## src/rtl/riscv_pkg.sv

```systemverilog
`default_nettype none
// +----------------------------------------------------------------------+
// | Module   : riscv_pkg                                                 |
// | Brief    : Shared pipeline types for the RISC-V core hazard logic.   |
// | Revision : 1.0 - initial release                                     |
// +----------------------------------------------------------------------+
package riscv_pkg;

  localparam int REGW = 5;

  typedef enum logic [1:0] {
    FWD_NONE = 2'd0,
    FWD_M    = 2'd1,
    FWD_W    = 2'd2
  } fwd_sel_t;

  typedef enum logic [0:0] {
    HZ_IDLE = 1'b0,
    HZ_WAIT = 1'b1
  } hz_state_t;

  // x0 is hard-wired to zero, so a write to it never produces a forwardable value.
  function automatic logic producer_hit(
    input logic            we,
    input logic [REGW-1:0] rd,
    input logic [REGW-1:0] rs
  );
    return we && (rd != '0) && (rd == rs);
  endfunction

endpackage
`default_nettype wire

```

## src/rtl/fwd_select.sv

```systemverilog
`default_nettype none
// +----------------------------------------------------------------------+
// | Module   : fwd_select                                                |
// | Brief    : Per-operand forwarding select, M stage wins over W stage. |
// | Revision : 1.0 - initial release                                     |
// +----------------------------------------------------------------------+
module fwd_select
  import riscv_pkg::*;
(
  input  logic [REGW-1:0] i_rs_e,
  input  logic [REGW-1:0] i_rd_m,
  input  logic            i_reg_write_m,
  input  logic [REGW-1:0] i_rd_w,
  input  logic            i_reg_write_w,
  output logic [1:0]      o_sel
);

  fwd_sel_t w_sel;

  always_comb begin
    w_sel = FWD_NONE;
    if (producer_hit(i_reg_write_m, i_rd_m, i_rs_e)) begin
      w_sel = FWD_M;
    end else if (producer_hit(i_reg_write_w, i_rd_w, i_rs_e)) begin
      w_sel = FWD_W;
    end
  end

  assign o_sel = w_sel;

endmodule
`default_nettype wire

```

## src/rtl/hazard_unit.sv

```systemverilog
`default_nettype none
// +----------------------------------------------------------------------+
// | Module   : hazard_unit                                               |
// | Brief    : Forwarding selects, load-use stall FSM, branch flushes    |
// |            and a saturating stall-cycle counter.                     |
// | Revision : 1.0 - initial release                                     |
// +----------------------------------------------------------------------+
module hazard_unit
  import riscv_pkg::*;
#(
  parameter int LOAD_LAT = 1,
  parameter int CNTW     = 16
) (
  input  logic            clk_i,
  input  logic            rst_i,
  input  logic [REGW-1:0] rs1_d,
  input  logic [REGW-1:0] rs2_d,
  input  logic            use_rs1_d,
  input  logic            use_rs2_d,
  input  logic [REGW-1:0] rs1_e,
  input  logic [REGW-1:0] rs2_e,
  input  logic [REGW-1:0] rd_e,
  input  logic            mem_read_e,
  input  logic            branch_taken_e,
  input  logic [REGW-1:0] rd_m,
  input  logic            reg_write_m,
  input  logic [REGW-1:0] rd_w,
  input  logic            reg_write_w,
  output logic [1:0]      forward_a_o,
  output logic [1:0]      forward_b_o,
  output logic            stall_f_o,
  output logic            stall_d_o,
  output logic            flush_d_o,
  output logic            flush_e_o,
  output logic [CNTW-1:0] stall_cycles_o
);

  localparam int                c_cnt_w    = $clog2(LOAD_LAT + 1);
  localparam logic [c_cnt_w-1:0] c_cnt_init = c_cnt_w'(LOAD_LAT - 1);
  localparam logic [c_cnt_w-1:0] c_cnt_one  = c_cnt_w'(1);
  localparam logic              c_multi    = (LOAD_LAT > 1);

  hz_state_t           r_state;
  hz_state_t           w_state;
  logic [c_cnt_w-1:0]  r_cnt;
  logic [CNTW-1:0]     r_stall_cycles;
  logic                w_hz;

  fwd_select u_fwd_a (
    .i_rs_e        (rs1_e),
    .i_rd_m        (rd_m),
    .i_reg_write_m (reg_write_m),
    .i_rd_w        (rd_w),
    .i_reg_write_w (reg_write_w),
    .o_sel         (forward_a_o)
  );

  fwd_select u_fwd_b (
    .i_rs_e        (rs2_e),
    .i_rd_m        (rd_m),
    .i_reg_write_m (reg_write_m),
    .i_rd_w        (rd_w),
    .i_reg_write_w (reg_write_w),
    .o_sel         (forward_b_o)
  );

  assign w_hz = mem_read_e && (rd_e != '0) &&
                ((use_rs1_d && (rs1_d == rd_e)) || (use_rs2_d && (rs2_d == rd_e)));

  // Outputs decode from the state the register is about to take under reset,
  // so a reset issued mid-WAIT releases the pipeline in that same cycle.
  always_comb begin
    w_state   = rst_i ? HZ_IDLE : r_state;
    stall_f_o = 1'b0;
    stall_d_o = 1'b0;
    flush_d_o = 1'b0;
    flush_e_o = 1'b0;
    if (w_state == HZ_WAIT) begin
      stall_f_o = 1'b1;
      stall_d_o = 1'b1;
      flush_e_o = 1'b1;
      flush_d_o = branch_taken_e;
    end else if (branch_taken_e) begin
      flush_d_o = 1'b1;
      flush_e_o = 1'b1;
    end else if (w_hz) begin
      stall_f_o = 1'b1;
      stall_d_o = 1'b1;
      flush_e_o = 1'b1;
    end
  end

  always_ff @(posedge clk_i) begin
    if (rst_i) begin
      r_state        <= HZ_IDLE;
      r_cnt          <= '0;
      r_stall_cycles <= '0;
    end else begin
      if (stall_f_o && (r_stall_cycles != '1)) begin
        r_stall_cycles <= r_stall_cycles + 1'b1;
      end
      case (r_state)
        HZ_IDLE: begin
          if (c_multi && w_hz && !branch_taken_e) begin
            r_state <= HZ_WAIT;
            r_cnt   <= c_cnt_init;
          end
        end
        HZ_WAIT: begin
          r_cnt <= r_cnt - 1'b1;
          if (r_cnt == c_cnt_one) begin
            r_state <= HZ_IDLE;
          end
        end
        default: begin
          r_state <= HZ_IDLE;
          r_cnt   <= '0;
        end
      endcase
    end
  end

  assign stall_cycles_o = r_stall_cycles;

endmodule
`default_nettype wire

```

## config.mk

```make
export PLATFORM = sky130hd
export DESIGN_NAME = hazard_unit
export DESIGN_NICKNAME = d
export VERILOG_FILES = /design/src/rtl/riscv_pkg.sv /design/src/rtl/fwd_select.sv /design/src/rtl/hazard_unit.sv
export SDC_FILE = /design/constraint.sdc
export NUM_CORES = 1
export LEC_CHECK = 0
export CAP_MARGIN = 20
export CORE_ASPECT_RATIO = 1.2
export CORE_MARGIN = 2
export CORE_UTILIZATION = 40
export CTS_BUF_LIST = sky130_fd_sc_hd__clkbuf_8 sky130_fd_sc_hd__clkbuf_16
export DETAILED_ROUTE_END_ITERATION = 16
export HOLD_SLACK_MARGIN = 0.08
export PLACE_DENSITY = 0.81
export SYNTH_ARGS = -nofsm -noshare
export SYNTH_HDL_FRONTEND = slang
export SYNTH_SLANG_ARGS = --single-unit
```

## constraint.sdc

```tcl
create_clock -name clk_i -period 2.4 [get_ports clk_i]
set_clock_uncertainty 0.2 [all_clocks]
set_input_delay 0.24 -clock clk_i [delete_from_list [all_inputs] [get_ports clk_i]]
set_output_delay 0.24 -clock clk_i [all_outputs]
set_load 0.01 [all_outputs]
```

==> results.toml <==
[status]
run_status = "complete, but fails checks"
violations = "setup timing"

[cells_and_area]
syn2layout_area_growth_pct = 73.45
drive_gt1_share_pct = 17.67
final_cell_mix = "56 x clkdlybuf4s50_1, 23 x buf_4, 18 x dfxtp_1"
final_cell_count_no_fill = 285
antenna_cells = 0
finalNetCount = 294
area.sequential_um2 = 360.3
fill_cells = 228
final_common_cell = "clkdlybuf4s50_1"
multi_input_area_um2 = 977.2

[routing]
drt_wl_total_mm = 3.880
drt-pass1-iter-count = 4
wl_per_cell_um = 13.61
drc = 0
drtIter0Drc = 48
vias = 1532
ant_nets = 0
drt-vias-per-instance = 5.375

[synthesis]
synth.distinct_cells = 32
syn-instance-count = 162
synth_seq_cells = 18
yosysSeqAreaShare_pct = 27.51
synth.area.top_cells = "dfxtp_1 28%, xnor2_1 11%, xor2_1 11%"
synth_top_area_share_pct = 27.51
yosysWarnings = 0
syn_area_um2 = 1310
syn_nets = 206
avgSynthCellArea_um2 = 8.086
synth_area_leader_cell = "dfxtp_1"

[worst_setup_path]
rr_endpoint = "stall_cycles_o[9]$_SDFFE_PP0P_"
crit_fanout = 2
crit_arrival_ns = 1.97
max_stage_delay_ns = 0.58
path_delay_family = "buffers and inverters"
crit_required_ns = 1.96
ff2ff_setup_slack_ns = 0.16
crit_path_cell_trace = "clkdlybuf4s50_1 -> or4_1 -> o21ai_4 -> nor4_2 -> buf_4 -> dlygate4sd2_1"
r2r_cells = 7
r2r_start = "stall_cycles_o[1]$_SDFFE_PP0P_"
path_class = "in -> out"
cp_slowest_cell = "or4_1"
cp-start-kind = "input port"
cp.buffers_inverters = 3
worst_setup_path_end_kind = "output port"

[placement]
portBuffers = 66
routabilityCongestion = 0.8990
dp_cells = 281
dp_hpwl_mm = 2.970

[cts]
htree_levels = 1
cts_tree = "done"
numCtsBuffers = 3
post-cts-setup-buffer-count = 0
clk_pin_slew_ns = 0.07
clk_path_buf_depth = 2
clock_sinks = 18
clock_latency_ns = 0.25
cts_root_buffer = "clkbuf_8"
cts_hold_buf = 0

[floorplanning]
die_y_um = 66.69
core_um2 = 3083
die_x_um = 56.24
row_count = 22
ioPinCount = 67
dieArea_um2 = 3751
initial_core_util_pct = 42.49

[min_path]
hold_end = "r_state$_SDFF_PN0_"
hold_depth = 1
min_path_type = "reg -> reg"
hold_start = "r_cnt$_SDFFE_PP0P_"

[power]
vdd_drop_max_mv = 0.3634
power.density_nw_per_um2 = 327.6
cellLeakagePower_nw = 0.8459

[grt]
grt_pass1_wl_mm = 6.327
grt_pass1_vias = 1546
antenna_found_initial = 0
grt.total_usage_pct = 20.86
overflow = 0
grt_start_max_net_pins = 21

[timing]
period_share_pct = 100.3
slew_headroom_pct = 70.74
layout_setup_ws_ns = -0.006227
min_period_ns = 2.406
fmax_mhz = 415.6
fin_tns_setup_ns = -0.006227
slew_viol_final = 0
setup_violations = 1
hold_viol = 0
rsz0062_at_grt = "yes"
tightest_slew_ns = 0.4353

[flow_run]
max-cap-violations = 0
timing repair:
item	CTS	global route
cloned	0	0
pin swaps	2	5
resized for setup	15	18
setup endpoints to repair	7	7
logic make-up (layout without fill, tap and decap cells):
logic type | Yosys count | count (layout) | share of synthesized area, %
multiplexers | 3 | 3 | 2.483
XOR/XNOR | 33 | 33 | 22.06
flip-flops | 18 | 18 | 27.51
AND/OR/NAND/NOR | 70 | 70 | 29.42
AO/OA/AOI/OAI | 30 | 30 | 14.33
buffers and inverters | 7 | 94 | 3.247
adder cells (fa/ha/maj) | 1 | 1 | 0.9550
where the power goes:
part           internal (mW)  leakage (nW)  switching [mW]
logic                  0.122         0.672          0.0760
clock network          0.146        0.0288           0.102
registers              0.299         0.145        0.000111
cells in the mapped netlist (all sizes together):
library cell  instances
dfxtp                18
xnor2                17
xor2                 16
o21ai                14
a21oi                12
nor2                 12
nand3                10
or3                   9
nand2                 8
or4                   7
nand4                 6
nor4                  6
and3                  4
buf                   4
nand2b                3
a31oi                 2
clkbuf                2
mux2                  2
nor2b                 2
nor3                  2
ha                    1
inv                   1
mux2i                 1
nand3b                1
o22ai                 1
o31ai                 1
layer usage:
| metal | global-route usage (%) | wire length (µm) | vias up |
|---|---|---|---|
| met2 | 38.24 | 1974 | 64 |
| met3 | 3.301 | 188 | 8 |
| li1 | - | - | 772 |
| met1 | 24.68 | 1657 | 688 |
| met5 | 0 | 0 | - |
| met4 | 6.845 | 59 | 0 |
final cells by class:
cell class / count / area share (%)
sequential: 18 / 15.86
tap: 36 / 1.982
clock buffer: 4 / 2.423
inverter: 1 / 0.1652
multi-input combinational: 137 / 43.01
timing repair buffer: 89 / 36.56
registers in the layout (all words and copies together) (netlist names):
name and cells:
stall_cycles_o 16, r_cnt 1, r_state 1
per-stage QoR:
| step | hold slack [ns] | util (%) | cell area, µm² | power [mW] | setup slack [ns] |
|---|---|---|---|---|---|
| CTS | 0.2377 | 71.55 | 2206 | 0.7367 | -0.05866 |
| floorplan | 0.2127 | - | 1310 | 0.3669 | 0.2031 |
| detailed placement | 0.2289 | 69.72 | 2150 | 0.4918 | -0.3980 |
| global route | 0.2446 | 73.70 | 2272 | 0.7725 | -0.04461 |
| finish | 0.2368 | 73.70 | 2272 | 0.7445 | -0.006227 |
| global placement | 0.2195 | 69.72 | 2150 | 0.4885 | -0.3881 |
how the worst max path moves through the flow:
| stage | from | end | slack (ns) | depth (start not counted) |
|---|---|---|---|---|
| floorplan | stall_cycles_o[0]$_SDFFE_PP0P_ | stall_cycles_o[9]$_SDFFE_PP0P_ | 0.20 | 7 |
| global placement | rd_m[0] | forward_b_o[1] | -0.39 | 6 |
| CTS | rd_m[0] | forward_a_o[1] | -0.06 | 6 |
| finish | rd_m[0] | forward_b_o[0] | -0.006 | 6 |
| global route | rs2_e[4] | forward_b_o[0] | -0.04 | 7 |
| detailed placement | rd_m[0] | forward_a_o[1] | -0.40 | 6 |
Power figures use the tool's default switching activity.
